<file path="config.mk">
export PLATFORM = sky130hd
export DESIGN_NAME = ex_muldiv_unit_flat
export DESIGN_NICKNAME = d
export VERILOG_FILES = /design/src/rtl/ex_muldiv_unit_pkg.sv /design/src/rtl/ex_muldiv_unit_if.sv /design/src/rtl/ex_muldiv_unit_sign_fix.sv /design/src/rtl/ex_muldiv_unit.sv /design/src/flat_wrapper.sv
export SDC_FILE = /design/constraint.sdc
export NUM_CORES = 1
export LEC_CHECK = 0
export CAP_MARGIN = 20
export CORE_MARGIN = 4
export CORE_UTILIZATION = 60
export CTS_BUF_LIST = sky130_fd_sc_hd__clkbuf_4 sky130_fd_sc_hd__clkbuf_8
export DETAILED_ROUTE_END_ITERATION = 8
export PLACE_DENSITY = 0.87
export REMOVE_ABC_BUFFERS = 1
export SLEW_MARGIN = 25
export SYNTH_ARGS = -nofsm -noshare
export SYNTH_HDL_FRONTEND = slang
export SYNTH_SLANG_ARGS = --single-unit
export TNS_END_PERCENT = 20
</file>
<file path="constraint.sdc">
create_clock -name clk -period 6.8 [get_ports clk]
set_input_delay 1.36 -clock clk [delete_from_list [all_inputs] [get_ports clk]]
set_output_delay 1.36 -clock clk [all_outputs]
set_load 0.005 [all_outputs]
</file>
<file path="src/rtl/ex_muldiv_unit_pkg.sv">
`default_nettype none
// ============================================================================
// Module   : muldiv_pkg
// Brief    : Shared types and constants for the EX-stage multiply/divide unit:
//            operation encoding, FSM state encoding and datapath widths.
// Revision : 1.0
// ============================================================================
package muldiv_pkg;

  localparam int MD_WIDTH = 32;
  localparam int MD_CNT_W = 6;

  typedef enum logic [2:0] {
    MD_MULT  = 3'd0,
    MD_MULTU = 3'd1,
    MD_DIV   = 3'd2,
    MD_DIVU  = 3'd3,
    MD_MTHI  = 3'd4,
    MD_MTLO  = 3'd5
  } md_op_t;

  typedef enum logic [1:0] {
    IDLE = 2'd0,
    MUL  = 2'd1,
    DIV  = 2'd2,
    FIX  = 2'd3
  } state_t;

  // Signed variants work on magnitudes and correct the sign at the end.
  function automatic logic md_is_signed(input md_op_t op);
    return (op == MD_MULT) || (op == MD_DIV);
  endfunction

endpackage
`default_nettype wire

</file>
<file path="src/rtl/ex_muldiv_unit_if.sv">
`default_nettype none
// ============================================================================
// Module   : ex_muldiv_unit_if
// Brief    : EX-stage request / result bundle between the pipeline (master)
//            and the multiply/divide unit (slave).
// Revision : 1.0
// ============================================================================
interface ex_muldiv_unit_if
  import muldiv_pkg::*;
#(
  parameter int WIDTH = MD_WIDTH
);
  logic             start_E;
  md_op_t           md_op_E;
  logic [WIDTH-1:0] rs_data_E;
  logic [WIDTH-1:0] rt_data_E;
  logic             flush;
  logic             busy;
  logic             done;
  logic [WIDTH-1:0] hi;
  logic [WIDTH-1:0] lo;

  modport master (
    output start_E, md_op_E, rs_data_E, rt_data_E, flush,
    input  busy, done, hi, lo
  );

  modport slave (
    input  start_E, md_op_E, rs_data_E, rt_data_E, flush,
    output busy, done, hi, lo
  );
endinterface
`default_nettype wire

</file>
<file path="src/rtl/ex_muldiv_unit_sign_fix.sv">
`default_nettype none
// ============================================================================
// Module   : md_sign_fix
// Brief    : Conditional two's-complement negate. Takes magnitudes of signed
//            operands at capture and restores result signs in FIX.
// Revision : 1.0
// ============================================================================
module md_sign_fix #(
  parameter int W = 32
) (
  input  wire logic [W-1:0] value,
  input  wire logic         negate,
  output logic      [W-1:0] result
);
  assign result = negate ? ((~value) + W'(1)) : value;
endmodule
`default_nettype wire

</file>
<file path="src/rtl/ex_muldiv_unit.sv">
`default_nettype none
// ============================================================================
// Module   : ex_muldiv_unit
// Brief    : Iterative MULT/MULTU/DIV/DIVU plus MTHI/MTLO; owns HI/LO.
//            Shift-add multiply and restoring divide, one bit per cycle on
//            magnitudes, sign correction in a final FIX cycle.
//            Build macro FAST_MULT_EN: single-cycle combinational multiply.
// Revision : 1.0
// ============================================================================
module ex_muldiv_unit
  import muldiv_pkg::*;
#(
  parameter int WIDTH = MD_WIDTH,
  parameter int CNT_W = MD_CNT_W
) (
  input  wire logic       clk,
  input  wire logic       rst_n,
  ex_muldiv_unit_if.slave bus
);

  state_t               state;
  logic [CNT_W-1:0]     cnt;
  logic [2*WIDTH-1:0]   acc;       // mul: {partial, multiplier}; div: {remainder, quotient}
  logic [WIDTH-1:0]     opnd;      // multiplicand or divisor magnitude
  logic                 neg_res;   // product / quotient needs negation
  logic                 neg_rem;   // remainder takes the dividend's sign
  logic                 div_zero;
  logic                 is_div;
  logic                 busy_r;
  logic                 done_r;
  logic [WIDTH-1:0]     hi_r;
  logic [WIDTH-1:0]     lo_r;

  logic                 start_ok;
  logic                 op_signed;
  logic [WIDTH-1:0]     mag_a;
  logic [WIDTH-1:0]     mag_b;
  logic [WIDTH:0]       mul_sum;
  logic [2*WIDTH-1:0]   mul_next;
  logic [WIDTH:0]       rem_sh;
  logic [WIDTH-1:0]     div_diff;
  logic                 div_ge;
  logic [2*WIDTH-1:0]   div_next;
  logic [2*WIDTH-1:0]   prod_fix;
  logic [WIDTH-1:0]     quot_fix;
  logic [WIDTH-1:0]     rem_fix;

  // A flush in the same cycle as start_E kills the request before it starts.
  assign start_ok  = bus.start_E && !bus.flush;
  assign op_signed = md_is_signed(bus.md_op_E);

  md_sign_fix #(.W(WIDTH)) u_mag_a (
    .value(bus.rs_data_E), .negate(op_signed & bus.rs_data_E[WIDTH-1]), .result(mag_a));
  md_sign_fix #(.W(WIDTH)) u_mag_b (
    .value(bus.rt_data_E), .negate(op_signed & bus.rt_data_E[WIDTH-1]), .result(mag_b));

  // Shift-add step: add multiplicand when multiplier LSB is set, shift right.
  assign mul_sum  = {1'b0, acc[2*WIDTH-1:WIDTH]} + {1'b0, opnd};
  assign mul_next = acc[0] ? {mul_sum, acc[WIDTH-1:1]} : {1'b0, acc[2*WIDTH-1:1]};

  // Restoring step: shifted remainder needs one extra bit before the compare.
  // When the subtract is kept the true difference is below the divisor, so
  // the low WIDTH bits of the difference are exact.
  assign rem_sh   = acc[2*WIDTH-1:WIDTH-1];
  assign div_ge   = rem_sh >= {1'b0, opnd};
  assign div_diff = rem_sh[WIDTH-1:0] - opnd;
  assign div_next = div_ge ? {div_diff, acc[WIDTH-2:0], 1'b1}
                           : {rem_sh[WIDTH-1:0], acc[WIDTH-2:0], 1'b0};

  md_sign_fix #(.W(2*WIDTH)) u_fix_prod (
    .value(acc), .negate(neg_res), .result(prod_fix));
  md_sign_fix #(.W(WIDTH)) u_fix_quot (
    .value(acc[WIDTH-1:0]), .negate(neg_res), .result(quot_fix));
  md_sign_fix #(.W(WIDTH)) u_fix_rem (
    .value(acc[2*WIDTH-1:WIDTH]), .negate(neg_rem), .result(rem_fix));

`ifdef FAST_MULT_EN
  logic [2*WIDTH-1:0] fast_prod;
  // Sign-extending both operands to 2*WIDTH makes one multiplier serve both
  // the signed and unsigned flavours.
  assign fast_prod = {{WIDTH{op_signed & bus.rs_data_E[WIDTH-1]}}, bus.rs_data_E}
                   * {{WIDTH{op_signed & bus.rt_data_E[WIDTH-1]}}, bus.rt_data_E};
`endif

  // Control FSM, iteration datapath and HI/LO architectural state.
  always_ff @(posedge clk or negedge rst_n) begin
    if (!rst_n) begin
      state    <= IDLE;
      cnt      <= '0;
      acc      <= '0;
      opnd     <= '0;
      neg_res  <= 1'b0;
      neg_rem  <= 1'b0;
      div_zero <= 1'b0;
      is_div   <= 1'b0;
      busy_r   <= 1'b0;
      done_r   <= 1'b0;
      hi_r     <= '0;
      lo_r     <= '0;
    end else begin
      done_r <= 1'b0;
      if (state != IDLE && bus.flush) begin
        state  <= IDLE;
        busy_r <= 1'b0;
      end else begin
        case (state)
          IDLE: begin
            if (start_ok) begin
              case (bus.md_op_E)
                MD_MTHI: hi_r <= bus.rs_data_E;
                MD_MTLO: lo_r <= bus.rs_data_E;
                MD_MULT, MD_MULTU: begin
`ifdef FAST_MULT_EN
                  {hi_r, lo_r} <= fast_prod;
                  done_r       <= 1'b1;
`else
                  state   <= MUL;
                  busy_r  <= 1'b1;
                  cnt     <= '0;
                  is_div  <= 1'b0;
                  acc     <= {{WIDTH{1'b0}}, mag_b};
                  opnd    <= mag_a;
                  neg_res <= op_signed & (bus.rs_data_E[WIDTH-1] ^ bus.rt_data_E[WIDTH-1]);
                  neg_rem <= 1'b0;
`endif
                end
                MD_DIV, MD_DIVU: begin
                  state    <= DIV;
                  busy_r   <= 1'b1;
                  cnt      <= '0;
                  is_div   <= 1'b1;
                  acc      <= {{WIDTH{1'b0}}, mag_a};
                  opnd     <= mag_b;
                  div_zero <= (bus.rt_data_E == '0);
                  neg_res  <= op_signed & (bus.rs_data_E[WIDTH-1] ^ bus.rt_data_E[WIDTH-1]);
                  neg_rem  <= op_signed & bus.rs_data_E[WIDTH-1];
                end
                default: ;
              endcase
            end
          end
          MUL: begin
            acc <= mul_next;
            cnt <= cnt + CNT_W'(1);
            if (cnt == CNT_W'(WIDTH-1)) state <= FIX;
          end
          DIV: begin
            acc <= div_next;
            cnt <= cnt + CNT_W'(1);
            if (cnt == CNT_W'(WIDTH-1)) state <= FIX;
          end
          FIX: begin
            // Divide by zero leaves the raw dividend in HI (magnitude with its
            // sign restored) and all-ones in LO.
            if (is_div) begin
              hi_r <= rem_fix;
              lo_r <= div_zero ? '1 : quot_fix;
            end else begin
              {hi_r, lo_r} <= prod_fix;
            end
            done_r <= 1'b1;
            busy_r <= 1'b0;
            state  <= IDLE;
          end
          default: state <= IDLE;
        endcase
      end
    end
  end

  assign bus.busy = busy_r;
  assign bus.done = done_r;
  assign bus.hi   = hi_r;
  assign bus.lo   = lo_r;

endmodule
`default_nettype wire

</file>
<file path="src/flat_wrapper.sv">
// flat-port wrapper written by rule: the top's interface ports become plain ports
module ex_muldiv_unit_flat import muldiv_pkg::*;
#(
  parameter int WIDTH = MD_WIDTH,
  parameter int CNT_W = MD_CNT_W
)
  (clk, rst_n, bus_start_E, bus_md_op_E, bus_rs_data_E, bus_rt_data_E, bus_flush, bus_busy, bus_done, bus_hi, bus_lo);
  ex_muldiv_unit_if #(.WIDTH(WIDTH)) bus_i ();
  input  wire logic clk;
  input  wire logic rst_n;
  input wire logic [$bits(bus_i.start_E)-1:0] bus_start_E;
  input wire logic [$bits(bus_i.md_op_E)-1:0] bus_md_op_E;
  input wire logic [$bits(bus_i.rs_data_E)-1:0] bus_rs_data_E;
  input wire logic [$bits(bus_i.rt_data_E)-1:0] bus_rt_data_E;
  input wire logic [$bits(bus_i.flush)-1:0] bus_flush;
  output wire logic [$bits(bus_i.busy)-1:0] bus_busy;
  output wire logic [$bits(bus_i.done)-1:0] bus_done;
  output wire logic [$bits(bus_i.hi)-1:0] bus_hi;
  output wire logic [$bits(bus_i.lo)-1:0] bus_lo;
  assign bus_i.start_E = bus_start_E;
  assign bus_i.md_op_E = bus_md_op_E;
  assign bus_i.rs_data_E = bus_rs_data_E;
  assign bus_i.rt_data_E = bus_rt_data_E;
  assign bus_i.flush = bus_flush;
  assign bus_busy = bus_i.busy;
  assign bus_done = bus_i.done;
  assign bus_hi = bus_i.hi;
  assign bus_lo = bus_i.lo;
  ex_muldiv_unit #(.WIDTH(WIDTH), .CNT_W(CNT_W)) u_core (.clk(clk), .rst_n(rst_n), .bus(bus_i));
endmodule
</file>
==> qor.txt <==
Top-level I/O count - 137
Die Ht - 167 um
Largest net degree at the start of global routing - 119
Relative slew slack - 0.287
Clock transition at the registers of the reported paths - 0.11 ns
Diodes inserted - 0
Nature of the critical path startpoint - input port
Dpl ws - 1.96 ns
Sw Share - 0.497
Mux contribution to synthesized area - 0.0399
WHS Endpoint - u_core.bus.hi[13]
Post-Syn Area per Cell - 7.88 um^2
R2r endpoint - u_core.bus.hi[4]
WP data arrival - 4.81 ns
Cell count of the worst reg-to-reg path - 9
Synth Register Bits - 174
Worst r2r src - u_core.acc[9]
VDD IR max - 0.278 mV
# Post-CTS Setup Buffers - 0
FF+latch area - 4350 um^2
CTS H-tree lvls - 4
Via count of the first global-routing pass - 15000
Initial antenna violation count - 0
Synthesized-area fraction occupied by and/or/nand/nor cells - 0.180
Sw Pwr - 3.47 mW
Unrepaired setup endpoints after global routing - false
Max Slew Vio Count - 0
Number of synthesized flops with an enable pin - 0
Max FO, Critical Path - 5
Overflow left after global routing - 0
Max-Cap Viols - 0
Via count - 15600
GR peak layer - met2
Root Driver - clkbuf_8
Layout cells sized above 1 - 0.0480
Int Power - 3.51 mW
Worst-skew pair later-pin latency - 0.50 ns
CP cell instances - clkdlybuf4s50_1 > or4_1 > nor3_1 > nand3_1 > nor4_1 > a31oi_1 > xnor2_1 > o21ai_0 > a221o_1
Clock Skew - 0.0235 ns
Crit path required time - 7.19 ns
Hpwl dp - 37.1 mm
Width of the die - 167 um
Hold path depth - 1
Most used DFF post-synth - dfrtp_1
CP peak stage delay - 0.86 ns
Fin crit share - 0.650
DRC Markers - 0
Routed Antenna Nets - 0
Comb power frac - 0.604
GRT Total Usage - 0.347
Hold Crit Class - flop to flop
Met3 usage - 0.0593
RePlAce Congestion - 0.991
Post-Route WL - 49.7 mm
Port Buf Inserts - 136
Top cells by count, synth - nand2_1 (244), o21ai_0 (181), dfrtp_1 (174)
Placed Cells - 2270
Critical path's slowest cell - nor4_1
Placement Rows - 57
Post-CTS Resized - 0
Ys Warns - 0
CTS Sinks - 174
Synth async-reset ratio - 1.00
DR pass1 iterations - 7
Fin cells - 2302
Leakage - 7.25 nW
Met1 usage - 0.461
Final setup TNS - 0 ns
Vias per cell - 6.80
Post-Synth Adder-Cell Area - 0.0640
Layout area overhead - 12.2%
Met2 usage - 0.547
Fin worst setup slack - 2.38 ns
Hold Buf Count CTS - 0
First-pass GRT wire length - 79.4 mm
DR WL/cell - 21.6 um
Largest family of logic cells by synthesized area - compound AO/OA/AOI/OAI gates
Synth top area share - 0.288
Hold Slack - 0.488 ns
Post-synthesis cell area - 15100 um^2
Flop2flop setup slack - 2.61 ns
Final nets - 2112
Design Power - 6.98 mW
Sequential Power Share - 0.290
Clk buf depth - 2
Endpoints failing setup - 0
Number of library cell types mapped by synthesis - 77
Synth Area in Compound Gates - 0.278
Final hold vios - 0
Core area - 24500 um^2
Worst Tran Pin Value - 1.07 ns
Die Area - 27800 um^2
Syn Inst Count - 1915
Cell taking the most area after synthesis - dfrtp_1
Area of the multi-input gates - 10000 um^2
Status - finished, final reports clean
Tmin final - 4.42 ns
Filler cells - 2030
Worst setup EP type - flop
Register area share after synthesis - 0.288
Initial core utilization - 0.615
CTS Buf Count - 17
Most common cell in the netlist - nand2_1
Clock power frac - 0.106
Crit path kind - input port to flop
Most area-consuming cells after synthesis - dfrtp_1 (29%), ha_1 (6.1%), nand2_1 (6.1%)
Power Density - 412 nW/um^2
F_max - 226 MHz
Hold Startpoint - u_core.bus.hi[13]
Synth Area in XOR/XNOR - 0.100
CTS tree - built
DRT iter0 DRCs - 2025
worst max-delay path by stage:
stage                          start             end  slack (ns)  depth (start not counted)
floorplan             bus_md_op_E[2]  u_core.acc[21]        1.95                          3
global placement    bus_rt_data_E[9]  u_core.acc[28]        2.05                          9
detailed placement  bus_rt_data_E[9]  u_core.acc[28]        1.96                          9
CTS                 bus_rs_data_E[1]  u_core.acc[26]        2.50                         12
global route        bus_rt_data_E[3]  u_core.acc[30]        2.13                          9
finish              bus_rt_data_E[9]  u_core.acc[28]        2.38                          9
layout by cell type (no fill, tap or decap), types with 51 or more instances in the layout:
cell type        instances
xor2_1                  76
clkdlybuf4s50_1        135
inv_1                   72
nand2_1                243
a21oi_1                132
ha_1                    73
xnor2_1                 97
dfrtp_1                174
o21ai_0                181
nor2_1                 140
a22oi_1                 51
worst max-delay path, delay by kind of cell:
kind            cells  cell delay [ns]
compound gates      3             0.63
xor+xnor            1             0.23
buf+inv             1             0.48
simple gates        4             2.09
per-layer routing:
metal  routed length (um)  part of all wire
met3                 4670             0.094
met1                19800              0.40
met5                    0                 0
met4                 2940             0.059
met2                22300              0.45
state kept, by name, summed over array words and instances, names as in the netlist:
register	flops
u_core.is_div	1
u_core.state	2
u_core.opnd	32
u_core.bus.lo	32
u_core.neg_res	1
u_core.bus.hi	32
u_core.div_zero	1
u_core.bus.done	1
u_core.cnt	6
u_core.acc	64
u_core.bus.busy	1
u_core.neg_rem	1
per-stage QoR:
stage,instance area [um^2],util
2_1_floorplan,14600,-
3_3_place_gp,16500,0.674
3_5_place_dp,16500,0.674
4_1_cts,16900,0.690
5_1_grt,16900,0.690
6_report,16900,0.690
final cells by class:
| type | instances | share of cell area |
|---|---|---|
| multi-input combinational | 1546 | 0.592 |
| tap | 324 | 0.0239 |
| clock inverter | 15 | 0.00857 |
| inverter | 73 | 0.0162 |
| timing repair buffer | 153 | 0.0882 |
| clock buffer | 17 | 0.0138 |
| sequential | 174 | 0.257 |
cells by family after synthesis:
family / count (synthesis)
AOI/OAI and AO/OA: 656
DFF: 174
buffers and inverters: 195
and+or+nand+nor: 582
xor gates and xnor gates: 173
muxes: 59
adders and majority gates: 76
power groups by stage:
stage | combinational (mW) | clock, mW | sequential, mW
finish | 4.21 | 0.743 | 2.02
CTS | 4.14 | 0.744 | 1.99
global route | 4.61 | 0.785 | 2.06
global placement | 4.00 | 0 | 2.00
detailed placement | 4.11 | 0 | 2.01
floorplan | 2.75 | 0 | 1.86
(Power assumes the default switching activity.)
